$ cat src/rtl/unidade_controle_seq_pkg.sv
// Shared opcodes, ALU operation codes and time-step state encoding for the sequencing control unit.
package unidade_controle_seq_pkg;

  localparam logic [2:0] OP_MV  = 3'b000;
  localparam logic [2:0] OP_MVI = 3'b001;
  localparam logic [2:0] OP_ADD = 3'b010;
  localparam logic [2:0] OP_SUB = 3'b011;
  localparam logic [2:0] OP_AND = 3'b100;

  localparam logic [1:0] ALU_ADD = 2'b00;
  localparam logic [1:0] ALU_SUB = 2'b01;
  localparam logic [1:0] ALU_AND = 2'b10;

  // Codes are visible on Tstep, so the encoding is fixed.
  typedef enum logic [2:0] {
    S_IDLE = 3'd0,
    S_T0   = 3'd1,
    S_T1   = 3'd2,
    S_T2   = 3'd3,
    S_T3   = 3'd4
  } state_t;

endpackage

$ cat src/rtl/unidade_controle_seq_decoder_onehot.sv
// Binary to one-hot decoder; all-zero when disabled or when the index is out of range.
module decoder_onehot #(
  parameter int W_IN  = 3,
  parameter int N_OUT = 8
) (
  input  logic [W_IN-1:0]  W,
  input  logic             En,
  output logic [N_OUT-1:0] Y
);

  always_comb begin
    Y = '0;
    for (int i = 0; i < N_OUT; i++) begin
      if (En && (int'(W) == i)) Y[i] = 1'b1;
    end
  end

endmodule

$ cat src/rtl/unidade_controle_seq.sv
// Control unit with its own T0..T3 step FSM; decodes mv, mvi, add, sub for NREG registers.
// Define ALU_AND_EN to also decode opcode 100 as and; otherwise opcode 100 is illegal.
module unidade_controle_seq
  import unidade_controle_seq_pkg::*;
#(
  parameter int NREG   = 8,
  parameter int RSEL_W = 3,
  parameter int OPC_W  = 3,
  parameter int IW     = OPC_W + 2*RSEL_W
) (
  input  logic            Clock,
  input  logic            Resetn,
  input  logic            Run,
  input  logic [IW-1:0]   Instrucao,
  output logic            IRin,
  output logic [NREG-1:0] Rin,
  output logic [NREG-1:0] Rout,
  output logic            Ain,
  output logic            Gin,
  output logic            Gout,
  output logic            DINout,
  output logic [1:0]      AluOp,
  output logic            Done,
  output logic            Busy,
  output logic            Illegal,
  output logic [2:0]      Tstep
);

  state_t state;

  logic [OPC_W-1:0]  opcode;
  logic [RSEL_W-1:0] rx, ry;
  logic              is_mv, is_mvi, is_alu, regs_ok, legal;
  logic [1:0]        alu_code;
  logic [NREG-1:0]   rx_oh, ry_oh;

  assign opcode = Instrucao[IW-1 -: OPC_W];
  assign rx     = Instrucao[2*RSEL_W-1 -: RSEL_W];
  assign ry     = Instrucao[RSEL_W-1:0];

  always_comb begin
    is_alu   = 1'b0;
    alu_code = ALU_ADD;
    case (opcode)
      OPC_W'(OP_ADD): begin is_alu = 1'b1; alu_code = ALU_ADD; end
      OPC_W'(OP_SUB): begin is_alu = 1'b1; alu_code = ALU_SUB; end
`ifdef ALU_AND_EN
      OPC_W'(OP_AND): begin is_alu = 1'b1; alu_code = ALU_AND; end
`endif
      default: ;
    endcase
  end

  assign is_mv   = (opcode == OPC_W'(OP_MV));
  assign is_mvi  = (opcode == OPC_W'(OP_MVI));
  assign regs_ok = (int'(rx) < NREG) && (int'(ry) < NREG);
  assign legal   = regs_ok && (is_mv || is_mvi || is_alu);

  decoder_onehot #(.W_IN(RSEL_W), .N_OUT(NREG)) u_dec_rx (.W(rx), .En(legal), .Y(rx_oh));
  decoder_onehot #(.W_IN(RSEL_W), .N_OUT(NREG)) u_dec_ry (.W(ry), .En(legal), .Y(ry_oh));

  always_comb begin
    IRin    = 1'b0;
    Rin     = '0;
    Rout    = '0;
    Ain     = 1'b0;
    Gin     = 1'b0;
    Gout    = 1'b0;
    DINout  = 1'b0;
    AluOp   = ALU_ADD;
    Done    = 1'b0;
    Illegal = 1'b0;
    case (state)
      S_T0: IRin = 1'b1;
      S_T1: begin
        if (!legal) begin
          Illegal = 1'b1;
          Done    = 1'b1;
        end else if (is_mv) begin
          Rout = ry_oh;
          Rin  = rx_oh;
          Done = 1'b1;
        end else if (is_mvi) begin
          DINout = 1'b1;
          Rin    = rx_oh;
          Done   = 1'b1;
        end else begin
          Rout = rx_oh;
          Ain  = 1'b1;
        end
      end
      S_T2: begin
        Rout  = ry_oh;
        Gin   = 1'b1;
        AluOp = alu_code;
      end
      S_T3: begin
        Gout = 1'b1;
        Rin  = rx_oh;
        Done = 1'b1;
      end
      default: ;
    endcase
  end

  assign Busy  = (state != S_IDLE);
  assign Tstep = state;

  // A Done cycle doubles as an IDLE decision point so back-to-back instructions skip IDLE.
  always_ff @(posedge Clock or negedge Resetn) begin
    if (!Resetn) begin
      state <= S_IDLE;
    end else begin
      case (state)
        S_IDLE: if (Run) state <= S_T0;
        S_T0:   state <= S_T1;
        S_T1:   state <= Done ? (Run ? S_T0 : S_IDLE) : S_T2;
        S_T2:   state <= S_T3;
        S_T3:   state <= Run ? S_T0 : S_IDLE;
        default: state <= S_IDLE;
      endcase
    end
  end

endmodule

$ cat config.mk
export PLATFORM = sky130hd
export DESIGN_NAME = unidade_controle_seq
export DESIGN_NICKNAME = d
export VERILOG_FILES = /design/src/rtl/unidade_controle_seq_pkg.sv /design/src/rtl/unidade_controle_seq_decoder_onehot.sv /design/src/rtl/unidade_controle_seq.sv
export SDC_FILE = /design/constraint.sdc
export NUM_CORES = 1
export LEC_CHECK = 0
export CAP_MARGIN = 20
export CORE_MARGIN = 3
export CORE_UTILIZATION = 34
export DETAILED_ROUTE_END_ITERATION = 10
export PLACE_DENSITY = 0.85
export SYNTH_ARGS = -nofsm -noshare
export SYNTH_HDL_FRONTEND = slang
export SYNTH_HIERARCHICAL = 1
export SYNTH_SLANG_ARGS = --single-unit
$ cat constraint.sdc
create_clock -name Clock -period 1.54 [get_ports Clock]
set_input_delay 0.308 -clock Clock [delete_from_list [all_inputs] [get_ports Clock]]
set_output_delay 0.308 -clock Clock [all_outputs]
set_load 0.02 [all_outputs]
[Yosys cells after proc, flatten, opt, wreduce, memory -nomap -nowiden]
Index checks and enable logic that the tools add are counted.
Storage, ports and cells
  memories: 0
  word-level logic and storage cells: 94
  RAM bits: 0
  latch bits: 0
  output and inout bits: 29
  memory bits (read-only): 0
  register bits after elaboration: 3
Operators by class
  reductions and logical operators: 24
  bitwise gates (word level): 0
  div/mod/pow operators: 0
  $lt $le $gt $ge: 0
  muxes and demuxes: 47
  multiply operators: 0
  $add $sub $neg: 0
  shift operators: 0
  equal/unequal tests: 22
Operators by type and width (number)
  2-to-1 mux 8 bit: 6
  2-to-1 mux 1 bit: 34
  one-hot mux 8 bit (2 select lines): 2
  == test 3 bit, second input constant: 9
  == test 3 x 2 -> 1 bit, second input constant: 8
  logical AND 1 bit: 16
  one-hot mux 3 bit (5 select lines): 1
  == test 3 x 1 -> 1 bit, second input constant: 4
  zero test 3 bit: 4
  2-to-1 mux 3 bit: 2
  nonzero test 3 bit: 1
  logical OR 1 bit: 2
  2-to-1 mux 2 bit: 1
  inequality test 2 bit, second input constant: 1
  one-hot mux 1 bit (2 select lines): 1
  OR reduction 2 bit: 1

[Longest topological paths before layout]
Gate-level depths: netlist of the first run.
  depth in word-level cells: 10
  gate-level depth with buffers: 5
  mapped depth without buffers: 5

[By module]
The synthesis of the first run kept the hierarchy.
Modules (own cells, without submodules)
  unidade_controle_seq: cells an instance 51, area each 401.6 um^2, times used 1, sequential area each 75.1 um^2
  decoder_onehot: cells an instance 8, area each 96.3 um^2, times used 2, sequential area each 0.0 um^2

[Worst setup path before layout of the first run]
Ideal clock, no wire load.
  kind: register to output
  from: reg state[2], in the netlist Tstep[2]
  to: out Rout[1]
  arrival time: 1548 ps
  stages on the path, launching flop included: 5
  path slack: -316 ps
  data required time: 1232 ps
  cells stage by stage: dfrtp_1 nand2b_1 buf_6 nor3b_4 a22o_1
Between the ends
  word-level cells in the longest chain between the ends: 2
  elaborated cells on any way between the ends: 3
  classes of those cells: eq/ne (2); mux (1)
Ends and longest elaborated chain
  from (decl): line unidade_controle_seq.sv:29  | state_t state;
  from (signal assigned): line unidade_controle_seq.sv:117  | S_T1: state <= Done ? (Run ? S_T0 : S_IDLE) : S_T2;
  from (signal assigned): line unidade_controle_seq.sv:119  | S_T3: state <= Run ? S_T0 : S_IDLE;
  == test 3 x 2 -> 1 bit: line unidade_controle_seq.sv:73  | case (state)
  one-hot mux 8 bit (2 select lines) *: line unidade_controle_seq.sv:73
  to (decl): line unidade_controle_seq.sv:17  | output logic [NREG-1:0] Rout,
Mark *: on every way between the ends. The rest lies on a longest branch, timed or not.

[Worst setup path after layout of the first run]
  from: reg state[2], in the netlist Tstep[2]
  to: out Rout[6]
Same word-level chain as after synthesis.

==> metrics.txt, run 1 <==
final setup fails=25; Die W=47.8 um; final hold vios=0; Sink Count=3; Comb pwr share=69.1%; gr usage total=24.5%; placed cells=144; number of diodes=0; H-Tree Depth=1; Overall Power=889 uW; critical path's slowest cell=dfrtp_2; design area=1490 um^2; die area=2290 um^2; status=complete, but fails checks; vias=950; core area=1580 um^2; detailed-route wire length per cell=21.1 um; initial antenna violation count=0; Congestion Overflow GR=0; Via density=6.13; Largest register FFs=3; GPL Wtd Cong=0.785; VDD IR-drop max=0.378 mV; commonest cells after routing, fill and taps aside=32 x buf_4, 23 x buf_6, 8 x and2_4, 7 x a22o_4; Synth async-reset ratio=100%; final worst-path cycle share=119%; syn_nets=79; nets=152; Clock transition at path regs=0.04 ns; CP Capture Type=output pin; sequential-to-total area share from yosys stat=12.6%; gate count of the mapped netlist=67; Post-Layout Cell Count=155; CP Data Arrival Time=1.53 ns; vias in the first global route=865; crit-path max FO=8; DRT antenna net count=0; Fmax achieved=545 MHz; CTS root buffer=clkbuf_4; RSZ-0062 raised after global routing=yes; largest net degree at the start of global routing=10; Synth Cell Area=594 um^2; CTS max path bufs=2; EDFF count, synth=0; nature of the critical path startpoint=register; I/O Buffers=39; cts bufs inserted=3; final WL=3.27 mm; Layout Skew=0.00316 ns; first-pass GRT wire length=3.91 mm; CTS tree=done; Max Cap Viol=0; HP Class=input port to async pin; share of cells above drive strength 1=86.3%; sequential power share=14.0%; die height=47.8 um; Pins Over Slew Limit=0; violated checks=setup timing; Initial DRC Count=32; Warnings, synthesis=6; final worst path period need=1.84 ns; flops & latches, synth=3; worst skew pair latency=0.24 ns; critical path class=register to output pin; post-synth cell types=30; internal power=502 uW; Rows=14; Top FF cell, synth=dfrtp_1; P&R area growth vs syn=151%; crit-path max cell delay=0.44 ns; DP Area=1260 um^2; Hold WS=0.247 ns; drc violations=0; CP bufs+invs=2; crit-path leading delay family=flip-flops; commonest non-fill, non-tap cell in the layout=buf_4; clock share of power=16.9%; Critical Path, Cell by Cell=nand2b_4 > nor3b_4 > buf_12 > a22o_4 > buf_6; Critical Path RT=1.23 ns; post-DP HPWL=1.64 mm; Net Sw Power=387 uW; Pleak=0.711 nW; DR pass1 iterations=4; Pwr per Cell Area=595 nW/um^2; Avg Cell Area, Syn=8.87 um^2; Sw Ratio=43.5%; number of I/O pins=41; # hold bufs at CTS=0; initial core utilization=37.7%; final worst slack=-0.296 ns
-- metal layers --
metal | wire [um] | vias up | GRT usage (%)
met5 | 0 | - | 0
met4 | 146 | 0 | 6.99
met3 | 297 | 17 | 5.26
met2 | 1560 | 66 | 48.8
met1 | 1270 | 457 | 24.9
li1 | - | 410 | -
-- final timing paths --
path	slack, ns	endpoint	cells past startpoint	from
min reg2reg	0.66	Tstep[0]	2	Tstep[0]
min in group Clock	0.66	Tstep[0]	2	Tstep[0]
max in group asynchronous	1.13	Tstep[1]	1	Resetn
max	-0.30	Rout[6]	5	Tstep[2]
min	0.25	Tstep[0]	1	Resetn
max reg2reg	0.38	Tstep[1]	4	Tstep[0]
-- synth_stat cells, drive strengths merged, types with 2 or more instances --
master	number	area share [%]
nor4b	4	8.0
and4	2	3.4
and4b	6	11
and2	8	8.4
buf	3	4.0
o21a	2	2.5
and2b	2	2.7
dfrtp	3	13
nor3b	2	4.4
inv	2	1.3
nor2	4	2.5
nand2	2	1.3
and4bb	6	13
a21oi	3	3.2
a22o	7	10
or3	2	2.3
nor3	3	2.5
-- power by group through the flow --
stage / clock network (mW) / registers (mW) / logic (mW)
final: 0.150 / 0.125 / 0.614
after global routing: 0.163 / 0.125 / 0.641
after CTS: 0.145 / 0.120 / 0.550
after detailed placement: 0 / 0.122 / 0.473
after global placement: 0 / 0.121 / 0.462
after floorplan: 0 / 0.131 / 0.203
-- stage by stage --
stage | setup slack (ns) | setup TNS [ns] | util (%)
2_1_floorplan | -0.257 | -2.40 | -
3_3_place_gp | -1.12 | -20.82 | 80.2
3_5_place_dp | -1.09 | -21.34 | 80.2
4_1_cts | -0.268 | -4.71 | 86.3
5_1_grt | -0.327 | -6.18 | 94.8
6_report | -0.296 | -5.31 | 94.8
-- final cells by class --
| cell class | instances | area, um^2 |
|---|---|---|
| multi-input combinational | 59 | 686 |
| timing repair buffer | 71 | 671 |
| fill | 41 | 82.6 |
| sequential | 3 | 78.8 |
| clock buffer | 4 | 26.3 |
| tap | 16 | 20.0 |
| inverter | 2 | 12.5 |
-- worst register-to-register path, stage by stage (launching register included) --
cell and delay (ns):
dfrtp_2 0.45, inv_4 0.11, buf_4 0.13, nor3_4 0.04, or2_2 0.30
-- cell families (layout without fill, tap and decap cells) --
family / after synthesis / after routing / share of synthesized area, %
AOI/OAI and AO/OA: 14 / 14 / 18.7
buffers and inverters: 5 / 77 / 5.26
DFF: 3 / 3 / 12.6
other: 1 / 1 / 0.631
and+or+nand+nor: 44 / 44 / 62.7
-- repair_timing --
action                                  CTS  global route
pin swaps                                10            18
gates resized for setup                 182            41
hold endpoints to repair                  0             0
buffers inserted                          6             3
endpoints found under the setup margin   28            25
No activity file was read; power rests on OpenSTA's default activity.
==> run 2, diff against run 1 <==
--- a/config.mk
+++ b/config.mk
@@ -10,6 +10,7 @@
 export CORE_UTILIZATION = 34
 export DETAILED_ROUTE_END_ITERATION = 10
 export PLACE_DENSITY = 0.85
+export REMOVE_ABC_BUFFERS = 1
 export SYNTH_ARGS = -nofsm -noshare
 export SYNTH_HDL_FRONTEND = slang
 export SYNTH_HIERARCHICAL = 1
==> metrics.txt, run 2 (synthesis results as in run 1) <==
status=complete, but fails checks; violated checks=setup timing; Via density=6.66; detailed-route wire length per cell=26.4 um; Largest register FFs=3; routed wl met3=500 um; Clock transition at path regs=0.05 ns; final worst slack=-0.378 ns; P&R area growth vs syn=153%; die height=47.8 um; Top Metal Used=met4; critical path class=register to output pin; commonest non-fill, non-tap cell in the layout=buf_6; Critical Path, Cell by Cell=nand2b_4 > nor3b_4 > buf_6 > a22o_1 > buf_6; cts bufs inserted=3; nature of the critical path startpoint=register; CTS max path bufs=2; RSZ-0062 raised after global routing=yes; initial core utilization=37.7%; H-Tree Depth=1; placed cells=138; largest net degree at the start of global routing=9; Initial DRC Count=60; TNS Setup=-6.81 ns; reg2reg start=Tstep[0]; routed wl met2=1.94 mm; CP bufs+invs=2; final worst-path cycle share=125%; CTS tree=done; critical path's slowest cell=dfrtp_1; die area=2290 um^2; VDD IR-drop max=0.433 mV; GPL Wtd Cong=0.854; flop2flop setup slack=0.31 ns; Congestion Overflow GR=0; vias=1045; post-DP HPWL=1.65 mm; Die W=47.8 um; first-pass GRT wire length=4.66 mm; crit-path leading delay family=simple AND/OR/NAND/NOR gates; Pins Over Slew Limit=0; number of diodes=0; CP Capture Type=output pin; final worst path period need=1.92 ns; initial antenna violation count=0; gr usage total=30.1%; DR pass1 iterations=4; Top cell by count, worst path=buf_6; final hold vios=0; Fmax achieved=521 MHz; drc violations=0; Max Cap Viol=0; worst r2r path cells=5; I/O Buffers=39; Sink Count=3; Rows=14; reg2reg end=Tstep[1]; core area=1580 um^2; commonest cells after routing, fill and taps aside=36 x buf_6, 22 x buf_4, 8 x and2_4, 7 x a22o_1; Metal-1 WL=1.44 mm; nets=154; Post-Layout Cell Count=157; number of I/O pins=41; CP Data Arrival Time=1.61 ns; # hold bufs at CTS=0; HP Class=input port to async pin; share of cells above drive strength 1=82.3%; Critical Path RT=1.23 ns; DP Area=1120 um^2; DRT antenna net count=0; Layout Skew=0.00800 ns; worst skew pair latency=0.26 ns; Pleak=0.688 nW; final WL=4.15 mm; vias in the first global route=958; Pwr per Cell Area=630 nW/um^2; final setup fails=25; CTS root buffer=clkbuf_4; Overall Power=949 uW; DP Worst Slack=-1.12 ns; crit-path max cell delay=0.41 ns; design area=1510 um^2; crit-path max FO=6
-- run 2: layer usage --
metal / global-route usage, % / vias to the layer above
met3: 7.89 / 35
met4: 15.6 / 0
met5: 0 / -
met2: 53.6 / 122
met1: 32.2 / 474
li1: - / 414
-- run 2: how the worst max path moves through the flow --
stage / endpoint / start / slack, ns / cells after the start
finish: Rout[5] / Tstep[2] / -0.38 / 5
global placement: Rout[7] / Instrucao[7] / -1.07 / 5
detailed placement: Rout[6] / Instrucao[8] / -1.12 / 5
floorplan: Rout[1] / Tstep[2] / -0.34 / 3
CTS: Rin[4] / Tstep[2] / -0.27 / 5
global route: Gout / Tstep[0] / -0.57 / 4
-- run 2: power by group --
part / switching (mW) / internal, mW
Sequential: 0.0289 / 0.0931
Combinational: 0.338 / 0.321
Clock: 0.0693 / 0.0990
Total: 0.436 / 0.513
-- run 2: cell type report --
| class | count | area (um^2) |
|---|---|---|
| Sequential cell | 3 | 76.3 |
| Multi-Input combinational cell | 59 | 653 |
| Clock buffer | 4 | 26.3 |
| Timing Repair Buffer | 73 | 709 |
| Inverter | 2 | 20.0 |
| Fill cell | 35 | 71.3 |
| Tap cell | 16 | 20.0 |
-- run 2: metrics by stage --
step                util (%)  hold slack (ns)
finish                  95.5            0.249
global route            95.5            0.258
CTS                     90.6            0.233
detailed placement      71.3            0.485
global placement        71.3            0.477
floorplan                  -           0.0124
-- run 2: repair_timing --
action                     CTS  global route
setup endpoints to repair   28            26
pin swaps                   21             8
gates resized for setup    226            19
setup buffers               12             2
gates cloned                 1             0
==> run 3, diff against run 2 <==
--- a/config.mk
+++ b/config.mk
@@ -10,6 +10,7 @@
 export CORE_UTILIZATION = 34
 export DETAILED_ROUTE_END_ITERATION = 10
 export PLACE_DENSITY = 0.85
+export RECOVER_POWER = 100
 export REMOVE_ABC_BUFFERS = 1
 export SYNTH_ARGS = -nofsm -noshare
 export SYNTH_HDL_FRONTEND = slang
==> metrics.txt, run 3 (synthesis results as in run 1) <==
final worst-path cycle share=125%; detailed-route wire length per cell=26.5 um; TNS Setup=-6.98 ns; CTS tree=done; Pins Over Slew Limit=0; CTS root buffer=clkbuf_4; Hold WS=0.314 ns; final worst slack=-0.382 ns; commonest cells after routing, fill and taps aside=36 x buf_6, 22 x buf_4, 8 x and2_4, 7 x a22o_1; Fmax achieved=520 MHz; Overall Power=952 uW; final hold vios=0; DP Worst Slack=-1.12 ns; I/O Buffers=39; Pleak=0.688 nW; FF+latch area=76.3 um^2; critical path class=register to output pin; final setup fails=25; violated checks=setup timing; Via density=6.68; final worst path period need=1.92 ns; DP Area=1120 um^2; P&R area growth vs syn=153%; worst skew pair latency=0.27 ns; CP Data Arrival Time=1.61 ns; vias in the first global route=958; CTS max path bufs=2; Congestion Overflow GR=0; initial core utilization=37.7%; multi-input logic area=653 um^2; share of cells above drive strength 1=82.3%; GPL Wtd Cong=0.854; cts bufs inserted=3; Largest register FFs=3; gr usage total=30.1%; DR pass1 iterations=4; Clock transition at path regs=0.05 ns; Die W=47.8 um; Pwr per Cell Area=633 nW/um^2; first-pass GRT wire length=4.66 mm; commonest non-fill, non-tap cell in the layout=buf_6; # hold bufs at CTS=0; design area=1510 um^2; drc violations=0; final WL=4.16 mm; Rows=14; Critical Path RT=1.23 ns; initial antenna violation count=0; HP Class=input port to async pin; largest net degree at the start of global routing=9; number of diodes=0; post-DP HPWL=1.65 mm; Max Cap Viol=0; Sink Count=3; number of I/O pins=41; die height=47.8 um; DRT antenna net count=0; crit-path max FO=6; VDD IR-drop max=0.445 mV; RSZ-0062 raised after global routing=yes; H-Tree Depth=1; fill cell count=35; nature of the critical path startpoint=register; Layout Skew=0.00716 ns; nets=154; status=complete, but fails checks; vias=1049; CP Capture Type=output pin; die area=2290 um^2; core area=1580 um^2; Initial DRC Count=62
run 3: cell types whose count changed in the layout (fill, tap and decap cells not counted), sizes merged:
cell           before  now
dlygate4sd3         0    1
clkdlybuf4s50       2    1
run 3: where the power goes:
group          internal (mW)  switching (mW)  leakage, nW
Combinational          0.320           0.338        0.636
Clock                 0.0992          0.0724       0.0150
Sequential            0.0931          0.0296       0.0376
Total                  0.513           0.440        0.688
run 3: worst paths after layout:
check	from	depth (start not counted)	to	slack [ns]
max	Tstep[2]	5	Rout[5]	-0.38
min	Resetn	1	Tstep[2]	0.31
max reg2reg	Tstep[1]	4	Tstep[1]	0.31
min reg2reg	Tstep[2]	1	Tstep[0]	0.55
max in group asynchronous	Resetn	1	Tstep[1]	1.04
min in group Clock	Tstep[2]	1	Tstep[0]	0.55
run 3: per-layer routing:
metal	GRT usage (%)	part of all wire (%)	vias to the layer above
li1	-	-	414
met1	32.2	35	485
met5	0	0	-
met4	15.6	6.0	0
met2	53.6	48	119
met3	7.89	11	31
run 3: critical path: stages, from the launching register on:
cell and delay (ns):
dfrtp_1 0.41, nand2b_4 0.19, nor3b_4 0.24, buf_6 0.16, a22o_1 0.20, buf_6 0.14
run 3: metrics by stage:
step	instances	utilization, %
4_1_cts	155	90.6
3_3_place_gp	138	71.3
3_5_place_dp	138	71.3
5_1_grt	157	95.5
2_1_floorplan	64	-
6_report	157	95.5
run 3: area by class of cell:
type                            instances  share of cell area, %
Sequential cell                         3                   5.07
Timing Repair Buffer                   73                   47.1
Inverter                                2                   1.33
Clock buffer                            4                   1.75
Tap cell                               16                   1.33
Multi-Input combinational cell         59                   43.4
run 3: timing repair:
item,in CTS,in global routing
cloned,1,0
endpoints found under the setup margin,28,26
pin swaps,21,8
setup buffers,12,2
resized for setup,226,19
